<file path="src/rtl/f_fetch.sv">
// Instruction fetch stage: single-outstanding request engine feeding a 1-entry
// output buffer. Optional macro F_ALIGN_CHECK_EN word-aligns redirect targets.
module f_fetch #(
  parameter logic [31:0] RESET_PC = 32'h0000_3000
) (
  input  logic        clk,
  input  logic        reset,
  input  logic        stall_in,
  input  logic        redirect,
  input  logic [31:0] redirect_pc,
  output logic        imem_req,
  output logic [31:0] imem_addr,
  input  logic        imem_gnt,
  input  logic        imem_rvalid,
  input  logic [31:0] imem_rdata,
  output logic [31:0] out_pc,
  output logic [31:0] out_instr,
  output logic        out_valid
);

  typedef enum logic [1:0] {
    S_REQ,
    S_WAIT,
    S_DRAIN
  } state_t;

  state_t      r_state;
  state_t      w_next;
  logic [31:0] r_pc;
  logic [31:0] r_out_pc;
  logic [31:0] r_out_instr;
  logic        r_out_valid;
  logic [31:0] w_target_pc;
  logic        w_consume;
  logic        w_req;
  logic        w_load;

`ifdef F_ALIGN_CHECK_EN
  assign w_target_pc = redirect_pc & ~32'h0000_0003;
`else
  assign w_target_pc = redirect_pc;
`endif

  assign w_consume = r_out_valid && !stall_in && !redirect;

  // State register
  always_ff @(posedge clk) begin
    if (reset) begin
      r_state <= S_REQ;
    end else begin
      r_state <= w_next;
    end
  end

  // Next-state logic; a redirect that races a grant must drain the stale response
  always_comb begin
    w_next = r_state;
    unique case (r_state)
      S_REQ: begin
        if (redirect) begin
          w_next = imem_gnt ? S_DRAIN : S_REQ;
        end else if (w_req && imem_gnt) begin
          w_next = S_WAIT;
        end
      end
      S_WAIT: begin
        if (imem_rvalid) begin
          w_next = S_REQ;
        end else if (redirect) begin
          w_next = S_DRAIN;
        end
      end
      S_DRAIN: begin
        if (imem_rvalid) begin
          w_next = S_REQ;
        end
      end
      default: w_next = S_REQ;
    endcase
  end

  // Output logic
  always_comb begin
    w_req  = 1'b0;
    w_load = 1'b0;
    unique case (r_state)
      S_REQ:   w_req  = !reset && (!r_out_valid || w_consume) && !redirect;
      S_WAIT:  w_load = imem_rvalid && !redirect;
      S_DRAIN: w_load = 1'b0;
      default: w_req  = 1'b0;
    endcase
  end

  // Fetch PC and output buffer
  always_ff @(posedge clk) begin
    if (reset) begin
      r_pc        <= RESET_PC;
      r_out_pc    <= RESET_PC;
      r_out_instr <= '0;
      r_out_valid <= 1'b0;
    end else if (redirect) begin
      r_pc        <= w_target_pc;
      r_out_valid <= 1'b0;
    end else if (w_load) begin
      r_out_instr <= imem_rdata;
      r_out_pc    <= r_pc;
      r_out_valid <= 1'b1;
      r_pc        <= r_pc + 32'd4;
    end else if (w_consume) begin
      r_out_valid <= 1'b0;
    end
  end

  assign imem_req  = w_req;
  assign imem_addr = r_pc;
  assign out_pc    = r_out_pc;
  assign out_instr = r_out_instr;
  assign out_valid = r_out_valid;

endmodule
</file>
<file path="config.mk">
export PLATFORM = sky130hd
export DESIGN_NAME = f_fetch
export DESIGN_NICKNAME = d
export VERILOG_FILES = /design/src/rtl/f_fetch.sv
export SDC_FILE = /design/constraint.sdc
export NUM_CORES = 1
export LEC_CHECK = 0
export BUFFER_PORTS_ARGS = -buffer_cell sky130_fd_sc_hd__buf_4
export CORE_MARGIN = 2
export CORE_UTILIZATION = 40
export CTS_BUF_LIST = sky130_fd_sc_hd__clkbuf_16
export DETAILED_ROUTE_END_ITERATION = 8
export PLACE_DENSITY = 0.76
export SKIP_LAST_GASP = 1
export SYNTH_ARGS = -nofsm -noshare
export SYNTH_HDL_FRONTEND = slang
export SYNTH_SLANG_ARGS = --single-unit
</file>
<file path="constraint.sdc">
create_clock -name clk -period 2.2 [get_ports clk]
set_clock_uncertainty 0.2 [all_clocks]
set_input_delay 0 -clock clk [delete_from_list [all_inputs] [get_ports clk]]
set_output_delay 0 -clock clk [all_outputs]
set_load 0.02 [all_outputs]
</file>
# --- After elaboration in Yosys (flattened, before gate mapping) ---
# Index checks and enable logic that the tools add are counted.
op_classes:
  div: 0
  n_mul: 0
  muxes: 13
  bitwise: 1
  n_addsub: 1
  order_cmp: 0
  n_reduce_logical: 17
  n_eq_ne: 5
  shift: 0
op_table:
  columns: ["op", "count"]
  rows:
  - ["32-bit 2-to-1 mux", 2]
  - ["32-bit by 3-bit adder with 32-bit output, second input constant", 1]
  - ["2-bit 2-to-1 mux", 6]
  - ["1-bit logical AND", 6]
  - ["3-bit inequality test, second input constant", 2]
  - ["2-bit case mux with 3 select lines", 1]
  - ["1-bit logical NOT", 4]
  - ["1-bit 2-to-1 mux", 4]
  - ["2-bit nonzero test", 2]
  - ["3-bit AND reduction", 1]
  - ["2-bit by 1-bit equality test with 1-bit output, second input constant", 1]
  - ["2-bit equality test, second input constant", 1]
  - ["2-bit logical NOT", 1]
  - ["2-bit inequality test, second input constant", 1]
  - ["2-bit AND reduction", 1]
  - ["2-bit OR reduction", 1]
  - ["1-bit logical OR", 1]
  - ["1-bit inverter", 1]
totals:
  regBits: 99
  input_bits: 70
  word_cells: 42
  mem_count: 0
  latch_bits: 0
  romBits: 0
  mem_bits_rw: 0
  output_inout_bits: 98

# --- Longest topological paths before layout ---
# Gate-level depths: netlist of run 1.
depth:
  depth_word: 11
  ltp_mapped: 6

# --- Worst setup path before layout of run 1 ---
# Ideal clock, no wire load.
synth_path:
  kind: "reg-to-reg"
  start: "register r_pc[2] (netlist: imem_addr[2])"
  end: "register r_pc[26] (netlist: imem_addr[26])"
  period_less_slack_ns: 2.516
  slack_ns: -0.316
  required_ns: 1.909
  setup_time_ns: 0.091
  arrival_time_ns: 2.225
  path_stages_with_launch: 7
  path_cell_list: "dfxtp_1 -> ha_1 -> nand4b_1 -> or4_4 -> buf_6 -> or4_1 -> a311oi_1"
synth_between:
  elab_chain_cells: 3
synth_lines:
  columns: ["element", "line_no", "text"]
  rows:
  - ["from (decl)", "29", "logic [31:0] r_pc;"]
  - ["from (signal assigned)", "102", "r_pc <= w_target_pc;"]
  - ["from (signal assigned)", "108", "r_pc <= r_pc + 32'd4;"]
  - ["32-bit by 3-bit adder with 32-bit output", "108", null]
  - ["32-bit 2-to-1 mux", "104", "end else if (w_load) begin"]
  - ["32-bit 2-to-1 mux", "101", "end else if (redirect) begin"]
# Every way passes these cells. The select of a mux whose other input is x is not followed.
# A chain may end at the register's enable or synchronous reset.

# --- Worst setup path after layout of run 1 ---
layout_path:
  start: "register r_pc[3] (netlist: imem_addr[3])"
  end: "register r_pc[24] (netlist: imem_addr[24])"
# The elaborated chain is that of the path after synthesis.

==> results of run 1 <==
-- placed cells by master (no fill, tap or decap), drive strengths merged, types with 11 or more instances in the layout --
cell type / n
or4: 13
nor2: 28
dlygate4sd3: 78
a311oi: 16
dfxtp: 99
nand2: 144
buf: 224
nand4: 12
clkbuf: 11
a21oi: 67
-- final cells by class --
type / count / area [um2] / share of cell area
Multi-Input combinational cell: 379 / 2110 / 0.296
Clock buffer: 10 / 250 / 0.0351
Timing Repair Buffer: 303 / 2520 / 0.354
Tap cell: 136 / 170 / 0.0239
Clock inverter: 6 / 38.8 / 0.00544
Sequential cell: 99 / 2010 / 0.282
Inverter: 6 / 26.3 / 0.00368
-- worst max-delay path, cell delays in order, from the launching register on --
cell and delay, ps:
sky130_fd_sc_hd__dfxtp_4 360, sky130_fd_sc_hd__ha_4 130, sky130_fd_sc_hd__nand4b_1 120, sky130_fd_sc_hd__or4_4 550, sky130_fd_sc_hd__or4_1 520, sky130_fd_sc_hd__a311oi_1 270
-- synthesized netlist by cell type, drive strengths merged, types with 2 or more instances --
cell type    n
nor2        28
buf          6
nor3         7
and4         6
nand2      144
o211a        2
o31ai       10
inv          5
a211oi       8
nand3        8
nand4b       2
clkbuf      33
dfxtp       99
xnor2        6
nand4       12
nor2b        2
o21ai        5
a21oi       67
or4         12
a31oi        2
or3          7
and2         2
a2111oi      2
and3         2
xor2         3
nand3b       2
mux2i        2
nor4         8
a311oi      16
-- timing repair --
item                       CTS  global route
pin swaps                    5            14
gates resized for setup      1            15
gates cloned                 1             3
setup buffers                3             8
setup endpoints to repair    6            18
hold buffers                80             0
hold endpoints to repair    72             0
-- stage by stage --
stage	TNS, ps	area (um2)
after CTS	-350	7000
after global placement	0	5880
after global routing	-599	7130
after floorplan	-188	4230
after detailed placement	-214	5880
final	-116	7130
-- kinds of logic (layout without fill, tap and decap cells) --
logic type,Yosys count,count (layout),synth area share
xor+xnor,9,9,0.0188
buf+inv,45,325,0.0430
flops,99,99,0.473
mux,3,3,0.00747
simple gates,247,248,0.279
compound gates,118,118,0.175
fa+ha+maj,1,1,0.00299
-- power by group through the flow --
stage	combinational [mW]	clock, mW	sequential (mW)
2_1_floorplan	0.157	0	2.01
3_3_place_gp	0.527	0	1.92
3_5_place_dp	0.537	0	1.93
4_1_cts	0.653	1.53	1.89
5_1_grt	0.721	1.61	1.89
6_report	0.678	1.52	1.89
-- sequential cells by signal, summed over array words and instances (netlist names) --
register and cells:
imem_addr 32, out_instr 32, out_pc 32, out_valid 1
r_state 2
-- path summary, 6_finish.rpt --
| check | start | to | slack, ps | cells past startpoint |
|---|---|---|---|---|
| min reg2reg | out_pc[11]$_SDFFE_PP0P_ | out_pc[11]$_SDFFE_PP0P_ | 260 | 2 |
| max reg2reg | imem_addr[3]$_SDFFE_PP0N_ | imem_addr[24]$_SDFFE_PP0N_ | -50 | 5 |
| max | imem_addr[3]$_SDFFE_PP0N_ | imem_addr[24]$_SDFFE_PP0N_ | -50 | 5 |
| min | redirect_pc[2] | imem_addr[2]$_SDFFE_PP0N_ | 240 | 3 |
-- layer usage --
metal	part of all wire	track usage	routed length [um]	vias to the layer above
li1	-	-	-	2405
met1	0.40	0.321	6340	2331
met2	0.49	0.451	7800	273
met3	0.083	0.0478	1330	41
met4	0.030	0.0940	475	0
met5	0	0	0	-
==> impl_table.tex, run 1 <==
\begin{tabular}{lr}
\hline
Metric & Value \\
\hline
\multicolumn{2}{l}{\textbf{Layout}} \\
\quad Count of inserted antenna diode cells & 0 \\
\quad Net count of the finished layout & 869 \\
\quad Share of cells above drive strength 1 & 0.342 \\
\quad Number of filler cells placed in the layout & 782 \\
\quad Synth-to-Final Area Change & 70.4\% \\
\quad Non-filler instance count after layout & 939 \\
\quad Post-route core utilization & 0.697 \\
\multicolumn{2}{l}{\textbf{STA}} \\
\quad Max transition margin & 0.453 \\
\quad Final hold viol count & 0 \\
\quad RSZ-0062 raised after global routing & yes \\
\quad Final worst path period need & 2250 ps \\
\quad Final count of pins violating max slew & 0 \\
\quad Hold Worst Slack & 244 ps \\
\quad Fraction of the cycle the final worst path needs & 1.02 \\
\quad Actual slew at the worst max-slew pin & 817 ps \\
\quad Final setup violating endpoints & 4 \\
\quad Post-layout worst setup margin & -53.5 ps \\
\quad Peak Freq & 444 MHz \\
\multicolumn{2}{l}{\textbf{Clocking}} \\
\quad CTS clock-pin slew for the worst setup and hold paths & 70 ps \\
\quad Deepest clock path buffer count & 2 \\
\quad H-tree Lvls & 3 \\
\quad Num CTS Buffers & 9 \\
\quad Clock sink total & 99 \\
\quad Clock tree from TritonCTS & done \\
\quad Clock Tree Root & sky130\_fd\_sc\_hd\_\_clkbuf\_16 \\
\quad Clock network latency to the later pin of the worst-skew pair & 340 ps \\
\multicolumn{2}{l}{\textbf{Floorplan}} \\
\quad Die extent in y & 106 um \\
\quad Die Span X & 106 um \\
\quad Core box area & 0.0102 mm2 \\
\quad Boundary pin count & 168 \\
\quad Number of cell rows & 37 \\
\quad Die area & 0.0113 mm2 \\
\quad Effective utilization at floorplan & 0.409 \\
\multicolumn{2}{l}{\textbf{Yosys}} \\
\quad Yosys warning total & 0 \\
\quad Number of library cell types mapped by synthesis & 49 \\
\quad Post-synth design cell area & 0.00419 mm2 \\
\quad Gate count of the mapped netlist & 522 \\
\quad Average instance area after synthesis & 8.02 um2 \\
\quad Top-area cell type share of the netlist area & 0.473 \\
\quad Primary flip-flop cell chosen by synthesis mapping & sky130\_fd\_sc\_hd\_\_dfxtp\_1 \\
\quad Synth area leaders & sky130\_fd\_sc\_hd\_\_dfxtp\_1 (47\%), sky130\_fd\_sc\_hd\_\_nand2\_1 (13\%), sky130\_fd\_sc\_hd\_\_a21oi\_1 (8.0\%), sky130\_fd\_sc\_hd\_\_a311oi\_1 (3.3\%), sky130\_fd\_sc\_hd\_\_clkbuf\_1 (3.0\%) \\
\quad Number of nets produced by synthesis & 593 \\
\quad Post-synthesis cell type with the largest combined area & sky130\_fd\_sc\_hd\_\_dfxtp\_1 \\
\quad Portion of the post-synthesis area used by sequential elements & 0.473 \\
\quad Register bit count reported by yosys & 99 \\
\quad Post-synthesis async set-or-reset flop share & 0 \\
\quad Post-synth EDFFs & 0 \\
\multicolumn{2}{l}{\textbf{Routing}} \\
\quad Routed wire per std cell & 17.0 um \\
\quad Post-DR vias/cell & 5.38 \\
\quad Total wire length after detailed routing & 15900 um \\
\quad Detailed-route DRC error count & 0 \\
\quad Number of search-and-repair iterations in the first detailed-routing pass & 6 \\
\quad Violation count after the first detailed-routing iteration & 347 \\
\quad Antenna-violating nets left & 0 \\
\quad Total number of vias & 5050 \\
\multicolumn{2}{l}{\textbf{Place}} \\
\quad Setup slack at placement & -84.7 ps \\
\quad Number of buffers inserted by port buffering & 167 \\
\quad Final estimated routing congestion in global placement & 0.887 \\
\quad Cell count after placement & 830 \\
\quad Detailed placement HPWL & 9500 um \\
\multicolumn{2}{l}{\textbf{Pwr}} \\
\quad Seq pwr share & 0.462 \\
\quad Peak supply drop & 0.316 mV \\
\quad Clock power share & 0.373 \\
\quad Switching power & 1.06 mW \\
\quad Switching power as a share of total power & 0.259 \\
\quad Overall power of the completed layout & 4.09 mW \\
\quad Proportion of power drawn by combinational gates & 0.166 \\
\quad Static leakage & 2.89 nW \\
\quad Internal power & 3.03 mW \\
\quad Total power density per cell area & 573 mW/mm2 \\
\multicolumn{2}{l}{\textbf{Run status}} \\
\quad Violated checks & setup timing \\
\quad Result of the run & finished, violations left \\
\multicolumn{2}{l}{\textbf{GRT}} \\
\quad First-pass GRT wire length & 23500 um \\
\quad GRT Resource Usage Total & 0.260 \\
\quad Antenna violations before repair & 0 \\
\quad Overflow left after global routing & 0 \\
\quad Via count of the first global-routing pass & 4821 \\
\quad Largest net degree at the start of global routing & 68 \\
\multicolumn{2}{l}{\textbf{Critical path}} \\
\quad WP data arrival & 2300 ps \\
\quad Critical Setup Path Class & reg -> reg \\
\quad Crit-path max FO & 6 \\
\quad Critical path required time & 2250 ps \\
\quad Setup crit end kind & register \\
\quad Worst Setup Start Kind & register \\
\multicolumn{2}{l}{\textbf{Flow run}} \\
\quad Max-cap viol count & 0 \\
\multicolumn{2}{l}{\textbf{Hold path}} \\
\quad Classification of the worst-slack hold path & in -> reg \\
\hline
\end{tabular}
Power figures use the tool's default switching activity.
==> run 2, diff against run 1 <==
- CORE_MARGIN: 2 -> 5
- SETUP_SLACK_MARGIN: default -> 0.1
==> impl_table.tex, run 2 (same netlist as run 1, synthesis figures left out) <==
\begin{tabular}{lr}
\hline
Metric & Value \\
\hline
\multicolumn{2}{l}{\textbf{Run status}} \\
\quad Result of the run & finished, violations left \\
\quad Violated checks & setup timing \\
\multicolumn{2}{l}{\textbf{Routing}} \\
\quad Total number of vias & 5015 (-0.69\%) \\
\quad Routed wire per std cell & 16.9 um (-0.75\%) \\
\quad Violation count after the first detailed-routing iteration & 336 (-3.2\%) \\
\quad Antenna-violating nets left & 0 (unchanged) \\
\quad Total wire length after detailed routing & 15800 um (-0.97\%) \\
\quad Detailed-route DRC error count & 0 (unchanged) \\
\quad Number of search-and-repair iterations in the first detailed-routing pass & 6 (unchanged) \\
\quad Post-DR vias/cell & 5.35 (-0.48\%) \\
\multicolumn{2}{l}{\textbf{Place}} \\
\quad Number of buffers inserted by port buffering & 167 (unchanged) \\
\quad Setup slack at placement & -44.3 ps (+40.4 ps) \\
\quad Detailed placement HPWL & 10200 um (+7.6\%) \\
\quad Final estimated routing congestion in global placement & 0.873 (-1.6\%) \\
\quad Cell count after placement & 833 (+0.36\%) \\
\multicolumn{2}{l}{\textbf{Layout}} \\
\quad Most common cell after layout, fill and taps aside & sky130\_fd\_sc\_hd\_\_buf\_4 \\
\quad Non-filler instance count after layout & 937 (-0.21\%) \\
\quad Synth-to-Final Area Change & 71.1\% \\
\quad Area of combinational cells with multiple inputs & 0.00219 mm2 (+3.8\%) \\
\quad Number of filler cells placed in the layout & 805 (+2.9\%) \\
\quad Share of cells above drive strength 1 & 0.346 (+0.00335) \\
\quad Count of inserted antenna diode cells & 0 (unchanged) \\
\quad Net count of the finished layout & 867 (-0.23\%) \\
\quad Most frequent cells in the layout & sky130\_fd\_sc\_hd\_\_buf\_4 (218), sky130\_fd\_sc\_hd\_\_nand2\_1 (144), sky130\_fd\_sc\_hd\_\_dfxtp\_1 (85) \\
\quad Register area & 0.00202 mm2 (+0.25\%) \\
\multicolumn{2}{l}{\textbf{STA}} \\
\quad Final worst path period need & 2290 ps (+32.2 ps) \\
\quad RSZ-0062 raised after global routing & yes \\
\quad Post-layout worst setup margin & -85.8 ps (-32.2 ps) \\
\quad Fraction of the cycle the final worst path needs & 1.04 (+0.0147) \\
\quad Final hold viol count & 0 (unchanged) \\
\quad Max transition margin & 0.701 (+0.248) \\
\quad Peak Freq & 437 MHz (-1.4\%) \\
\quad Final setup violating endpoints & 6 (+2) \\
\quad Final count of pins violating max slew & 0 (unchanged) \\
\quad Actual slew at the worst max-slew pin & 444 ps (-373 ps) \\
\multicolumn{2}{l}{\textbf{Clocking}} \\
\quad Num CTS Buffers & 9 (unchanged) \\
\quad Clock Tree Root & sky130\_fd\_sc\_hd\_\_clkbuf\_16 \\
\quad Deepest clock path buffer count & 2 (unchanged) \\
\quad Clock tree from TritonCTS & done \\
\quad Clock network latency to the later pin of the worst-skew pair & 340 ps (about the same) \\
\quad CTS clock-pin slew for the worst setup and hold paths & 60 ps (about the same) \\
\quad H-tree Lvls & 3 (unchanged) \\
\quad Clock sink total & 99 (unchanged) \\
\multicolumn{2}{l}{\textbf{Flow run}} \\
\quad Max-cap viol count & 0 (unchanged) \\
\multicolumn{2}{l}{\textbf{GRT}} \\
\quad Antenna violations before repair & 0 (unchanged) \\
\quad GRT Resource Usage Total & 0.243 (-0.0171) \\
\quad Largest net degree at the start of global routing & 44 (-35\%) \\
\quad Via count of the first global-routing pass & 5103 (+5.8\%) \\
\quad Overflow left after global routing & 0 (unchanged) \\
\quad First-pass GRT wire length & 25200 um (+7.2\%) \\
\multicolumn{2}{l}{\textbf{Pwr}} \\
\quad Peak supply drop & 0.362 mV (+14\%) \\
\quad Total power density per cell area & 558 mW/mm2 (-2.7\%) \\
\quad Static leakage & 2.90 nW (+0.32\%) \\
\multicolumn{2}{l}{\textbf{Floorplan}} \\
\quad Die Span X & 112 um (+5.6\%) \\
\quad Die extent in y & 112 um (+5.6\%) \\
\quad Core box area & 0.0103 mm2 (+0.45\%) \\
\quad Boundary pin count & 168 (unchanged) \\
\quad Effective utilization at floorplan & 0.407 (-0.00184) \\
\quad Number of cell rows & 37 (unchanged) \\
\quad Die area & 0.0126 mm2 (+12\%) \\
\multicolumn{2}{l}{\textbf{Critical path}} \\
\quad Worst Setup Start Kind & register \\
\quad Critical Setup Path Class & reg -> reg \\
\quad Crit-path max FO & 3 (-3) \\
\quad Master of the slowest instance on the critical path & sky130\_fd\_sc\_hd\_\_or4\_4 \\
\quad Most prevalent standard cell on the critical path & sky130\_fd\_sc\_hd\_\_buf\_6 \\
\quad CP peak stage delay & 490 ps (-60 ps) \\
\quad WP data arrival & 2290 ps (about the same) \\
\quad Register-to-register setup slack & -90 ps (-30 ps) \\
\quad Setup crit end kind & register \\
\quad Buffering stage count on the worst path with inverters included & 3 (+3) \\
\quad Critical-path cell list & ha\_4, nand4b\_1, buf\_4, or4\_4, buf\_6, buf\_6, o31ai\_4, a311oi\_2 \\
\quad Critical path required time & 2200 ps (-50 ps) \\
\quad Cell family contributing the most delay on the critical path & simple AND/OR/NAND/NOR gates \\
\multicolumn{2}{l}{\textbf{Hold path}} \\
\quad Classification of the worst-slack hold path & in -> reg \\
\hline
\end{tabular}
## run 2: cell types whose count changed in the layout (fill, tap and decap cells not counted), moves of 3 or more
cell                       before  now
sky130_fd_sc_hd__a311oi_1      15   10
sky130_fd_sc_hd__a311oi_2       1    6
sky130_fd_sc_hd__dfxtp_2       12    7
sky130_fd_sc_hd__buf_6          6    3
sky130_fd_sc_hd__clkinv_1       0    3
sky130_fd_sc_hd__dfxtp_4        4    7
## run 2: path summary, 6_finish.rpt
kind,from,cells after the start,end
max reg2reg,imem_addr[3]$_SDFFE_PP0N_,8,imem_addr[30]$_SDFFE_PP0N_
max,imem_addr[3]$_SDFFE_PP0N_,8,imem_addr[30]$_SDFFE_PP0N_
min,imem_rvalid,4,out_valid$_SDFFE_PP0P_
min reg2reg,out_instr[27]$_SDFFE_PP0P_,2,out_instr[27]$_SDFFE_PP0P_
## run 2: final cells by class
| cell class | instances | area share |
|---|---|---|
| repair buffers | 301 | 0.349 |
| inverters | 6 | 0.00314 |
| clock inverters | 7 | 0.00524 |
| well taps | 136 | 0.0238 |
| clock buffers | 9 | 0.0314 |
| multi-input cells | 379 | 0.306 |
| flip-flops and latches | 99 | 0.282 |
## run 2: routing by layer
metal  up-vias  track usage  part of all wire
met3        31       0.0722             0.076
met1      2377        0.282              0.40
li1       2404            -                 -
met5         -            0                 0
met2       203        0.426              0.50
met4         0       0.0809             0.022
## run 2: worst reg2reg max path, delay by kind of cell (launching register included)
family                   cells  cell delay (ps)
AND/OR/NAND/NOR              2              650
buffers and inverters        3              440
flip-flops                   1              360
AO/OA/AOI/OAI                2              360
adder cells (fa/ha/maj)      1              140
## run 2: power breakdown
group	switching, mW	internal [mW]	total [mW]	leakage (nW)
sequential	0.0426	1.84	1.89	0.811
combinational	0.331	0.360	0.691	1.95
clock	0.666	0.753	1.42	0.133
## run 2: metrics by stage
step	area, um2	TNS [ps]	hold WS [ps]	power (mW)	utilization
2_1_floorplan	4240	-184	-64.0	2.16	-
3_3_place_gp	5880	0	34.3	2.45	0.573
3_5_place_dp	5880	-74.2	29.1	2.46	0.573
4_1_cts	6970	-156	40.0	3.98	0.679
5_1_grt	7160	-778	70.5	4.16	0.697
6_report	7160	-327	52.5	4.00	0.697
## run 2: timing repair
item	CTS	global route
gates resized for setup	3	26
cloned	1	1
buffers inserted	5	4
pin swaps	5	8
setup endpoints to repair	6	40
endpoints found under the hold margin	77	0
hold buffers	77	0
==> run 3, diff against run 2 <==
- ABC_AREA: default -> 1
- PLACE_DENSITY: 0.76 -> 0.75
==> impl_table.tex, run 3 <==
\begin{tabular}{lr}
\hline
Metric & Value \\
\hline
\multicolumn{2}{l}{\textbf{Run status}} \\
\quad Result of the run & finished, final reports clean \\
\multicolumn{2}{l}{\textbf{Critical path}} \\
\quad Critical-path cell list & dlygate4sd3\_1, buf\_4, nor2\_2, nand2\_1, o21ai\_0, nand2\_1, a21oi\_1, o21ai\_0, a21oi\_1, dlygate4sd3\_1 \\
\quad Master of the slowest instance on the critical path & sky130\_fd\_sc\_hd\_\_dlygate4sd3\_1 \\
\quad Setup crit end kind & register \\
\quad Critical Setup Path Class & in -> reg \\
\quad CP Depth & 10 (+2) \\
\quad Critical R2R Capture & imem\_addr[22]\$\_SDFFE\_PP0N\_ \\
\quad Worst Setup Start Kind & input port \\
\quad Length in cells of the worst reg-to-reg path & 8 (unchanged) \\
\quad Crit-path max FO & 4 (+1) \\
\quad WP data arrival & 2060 ps (-230 ps) \\
\quad Worst reg2reg path startpoint & imem\_addr[3]\$\_SDFFE\_PP0N\_ \\
\quad Register-to-register setup slack & 300 ps (+390 ps) \\
\quad Worst setup path startpoint & reset \\
\quad CP peak stage delay & 560 ps (+70 ps) \\
\quad Cell family contributing the most delay on the critical path & buffers and inverters \\
\quad Buffering stage count on the worst path with inverters included & 3 (unchanged) \\
\quad Critical path required time & 2300 ps (+100 ps) \\
\multicolumn{2}{l}{\textbf{Place}} \\
\quad Placed cell area & 0.00591 mm2 (+0.38\%) \\
\quad Number of buffers inserted by port buffering & 167 (unchanged) \\
\quad Final estimated routing congestion in global placement & 0.992 (+14\%) \\
\quad Detailed placement HPWL & 10600 um (+3.7\%) \\
\multicolumn{2}{l}{\textbf{Layout}} \\
\quad Net count of the finished layout & 973 (+12\%) \\
\quad Count of inserted antenna diode cells & 0 (unchanged) \\
\quad Synth-to-Final Area Change & 54.6\% \\
\quad Share of cells above drive strength 1 & 0.239 (-0.107) \\
\quad Most common cell after layout, fill and taps aside & sky130\_fd\_sc\_hd\_\_buf\_4 \\
\quad Most frequent cells in the layout & sky130\_fd\_sc\_hd\_\_buf\_4 (176), sky130\_fd\_sc\_hd\_\_nor2\_1 (152), sky130\_fd\_sc\_hd\_\_nand2\_1 (135) \\
\quad Final cell area excluding filler cells & 0.00701 mm2 (-2.1\%) \\
\multicolumn{2}{l}{\textbf{Yosys}} \\
\quad Register bit count reported by yosys & 99 (unchanged) \\
\quad Number of nets produced by synthesis & 738 (+24\%) \\
\quad Post-synthesis async set-or-reset flop share & 0 (unchanged) \\
\quad Post-synth EDFFs & 0 (unchanged) \\
\quad Top-area cell type share of the netlist area & 0.437 (-0.0367) \\
\quad Post-synthesis cell type with the largest combined area & sky130\_fd\_sc\_hd\_\_dfxtp\_1 \\
\quad Number of library cell types mapped by synthesis & 37 (-24\%) \\
\quad Primary flip-flop cell chosen by synthesis mapping & sky130\_fd\_sc\_hd\_\_dfxtp\_1 \\
\quad Portion of the post-synthesis area used by sequential elements & 0.437 (-0.0367) \\
\quad Most instantiated library cell after synthesis & sky130\_fd\_sc\_hd\_\_nor2\_1 \\
\quad Average instance area after synthesis & 6.80 um2 (-15\%) \\
\quad Yosys warning total & 0 (unchanged) \\
\quad Synth area leaders & sky130\_fd\_sc\_hd\_\_dfxtp\_1 (44\%), sky130\_fd\_sc\_hd\_\_nor2\_1 (13\%), sky130\_fd\_sc\_hd\_\_nand2\_1 (11\%), sky130\_fd\_sc\_hd\_\_o21ai\_0 (8.2\%), sky130\_fd\_sc\_hd\_\_a21oi\_1 (3.5\%) \\
\quad Gate count of the mapped netlist & 667 (+28\%) \\
\quad Post-synth design cell area & 0.00454 mm2 (+8.4\%) \\
\quad Commonest cells post-synth & sky130\_fd\_sc\_hd\_\_nor2\_1 (153), sky130\_fd\_sc\_hd\_\_nand2\_1 (135), sky130\_fd\_sc\_hd\_\_dfxtp\_1 (99) \\
\multicolumn{2}{l}{\textbf{Pwr}} \\
\quad Static leakage & 3.18 nW (+9.9\%) \\
\quad Peak supply drop & 0.303 mV (-16\%) \\
\quad Total power density per cell area & 575 mW/mm2 (+3.1\%) \\
\multicolumn{2}{l}{\textbf{Routing}} \\
\quad Violation count after the first detailed-routing iteration & 410 (+22\%) \\
\quad Total number of vias & 5213 (+3.9\%) \\
\quad Antenna-violating nets left & 0 (unchanged) \\
\quad Number of search-and-repair iterations in the first detailed-routing pass & 5 (-1) \\
\quad Total wire length after detailed routing & 16200 um (+2.4\%) \\
\quad Post-DR vias/cell & 4.98 (-7.0\%) \\
\quad Routed wire per std cell & 15.5 um (-8.3\%) \\
\quad Detailed-route DRC error count & 0 (unchanged) \\
\multicolumn{2}{l}{\textbf{Clocking}} \\
\quad Num CTS Buffers & 9 (unchanged) \\
\quad Deepest clock path buffer count & 2 (unchanged) \\
\quad Clock network latency to the later pin of the worst-skew pair & 350 ps (about the same) \\
\quad H-tree Lvls & 3 (unchanged) \\
\quad Clock Tree Root & sky130\_fd\_sc\_hd\_\_clkbuf\_16 \\
\quad Clock tree from TritonCTS & done \\
\quad CTS clock-pin slew for the worst setup and hold paths & 70 ps (about the same) \\
\quad Clock sink total & 99 (unchanged) \\
\multicolumn{2}{l}{\textbf{Hold path}} \\
\quad Hold Crit Depth & 5 (+1) \\
\quad Classification of the worst-slack hold path & in -> reg \\
\quad Terminating pin of the worst hold path & imem\_addr[19]\$\_SDFFE\_PP0N\_ \\
\quad Hold wc startpoint & redirect \\
\multicolumn{2}{l}{\textbf{GRT}} \\
\quad Most used routing layer in global routing & met2 \\
\quad Global routing met3 resource utilization & 0.0549 (-0.0173) \\
\quad First-pass GRT wire length & 26000 um (+3.3\%) \\
\quad Antenna violations before repair & 0 (unchanged) \\
\quad Overflow left after global routing & 0 (unchanged) \\
\quad GRT Resource Usage Total & 0.242 (-0.00104) \\
\quad GR Layer Usage met1 & 0.310 (+0.0274) \\
\quad Via count of the first global-routing pass & 4979 (-2.4\%) \\
\quad Largest net degree at the start of global routing & 92 (+110\%) \\
\quad Global Route met2 Usage & 0.399 (-0.0278) \\
\multicolumn{2}{l}{\textbf{STA}} \\
\quad Actual slew at the worst max-slew pin & 561 ps (+117 ps) \\
\quad Peak Freq & 509 MHz (+16\%) \\
\quad Sum Neg Setup Slack & 0 ps (+327 ps) \\
\quad RSZ-0062 raised after global routing & yes \\
\quad Max transition margin & 0.626 (-0.0755) \\
\quad Final hold viol count & 0 (unchanged) \\
\quad Final count of pins violating max slew & 0 (unchanged) \\
\quad Final setup violating endpoints & 0 (-6) \\
\quad Fraction of the cycle the final worst path needs & 0.893 (-0.146) \\
\quad Hold Worst Slack & 25.1 ps (-27.4 ps) \\
\quad Final worst path period need & 1960 ps (-321 ps) \\
\multicolumn{2}{l}{\textbf{Floorplan}} \\
\quad Die Span X & 117 um (+3.7\%) \\
\quad Number of cell rows & 38 (+2.7\%) \\
\quad Core box area & 0.0110 mm2 (+6.9\%) \\
\quad Die extent in y & 117 um (+3.7\%) \\
\quad Effective utilization at floorplan & 0.413 (+0.00584) \\
\quad Die area & 0.0136 mm2 (+7.6\%) \\
\quad Boundary pin count & 168 (unchanged) \\
\multicolumn{2}{l}{\textbf{Flow run}} \\
\quad Max-cap viol count & 0 (unchanged) \\
\hline
\end{tabular}
## run 3: final cells by class
cell class                      instances  area (um2)
Fill cell                             940        3970
Multi-Input combinational cell        488        2230
Timing Repair Buffer                  259        2180
Sequential cell                        99        1980
Clock buffer                            9         225
Tap cell                              140         175
Inverter                               45         169
Clock inverter                          7        53.8
## run 3: tightest hold or removal path, cell delays in order
cell and delay [ps]:
sky130_fd_sc_hd__buf_4 250, sky130_fd_sc_hd__nand2_1 110, sky130_fd_sc_hd__o21ai_0 70, sky130_fd_sc_hd__inv_1 50
sky130_fd_sc_hd__a21oi_1 50
## run 3: routing by layer
metal,vias up,part of all wire,wire [um]
li1,2632,-,-
met1,2328,0.41,6640
met2,227,0.47,7680
met3,26,0.090,1450
met4,0,0.025,397
met5,-,0,0
## run 3: kinds of logic (layout without fill, tap and decap cells)
kind of cell / after synthesis / after routing / synth area share
compound gates: 135 / 135 / 0.164
simple gates: 349 / 349 / 0.315
fa+ha+maj: 1 / 1 / 0.00276
flops: 99 / 99 / 0.437
xor+xnor: 3 / 3 / 0.00579
buf+inv: 80 / 320 / 0.0753
## run 3: power by group
part           switching (mW)  total [mW]  internal [mW]
Sequential             0.0654        1.91           1.85
Combinational           0.303       0.618          0.315
Clock                   0.730        1.51          0.777
## run 3: through the flow
step	setup slack (ps)	util	power [mW]	instances
4_1_cts	213	0.638	4.06	1047
3_3_place_gp	351	0.538	2.44	950
5_1_grt	99.9	0.639	4.21	1047
3_5_place_dp	272	0.538	2.44	950
6_report	236	0.639	4.04	1047
2_1_floorplan	374	-	2.18	667
## run 3: what timing repair did
item,in CTS,in global routing
hold buffers,81,0
endpoints found under the hold margin,77,0
buffers inserted,0,0
gates resized for setup,0,2
endpoints found under the setup margin,0,3
## run 3: worst max-delay path by stage
| stage | to | slack [ps] |
|---|---|---|
| floorplan | imem_addr[22]$_SDFFE_PP0N_ | 370 |
| global placement | imem_addr[22]$_SDFFE_PP0N_ | 350 |
| detailed placement | imem_addr[22]$_SDFFE_PP0N_ | 270 |
| CTS | r_state[1]$_SDFFE_PP0P_ | 210 |
| global route | r_state[1]$_SDFFE_PP0P_ | 100 |
| finish | r_state[1]$_SDFFE_PP0P_ | 240 |
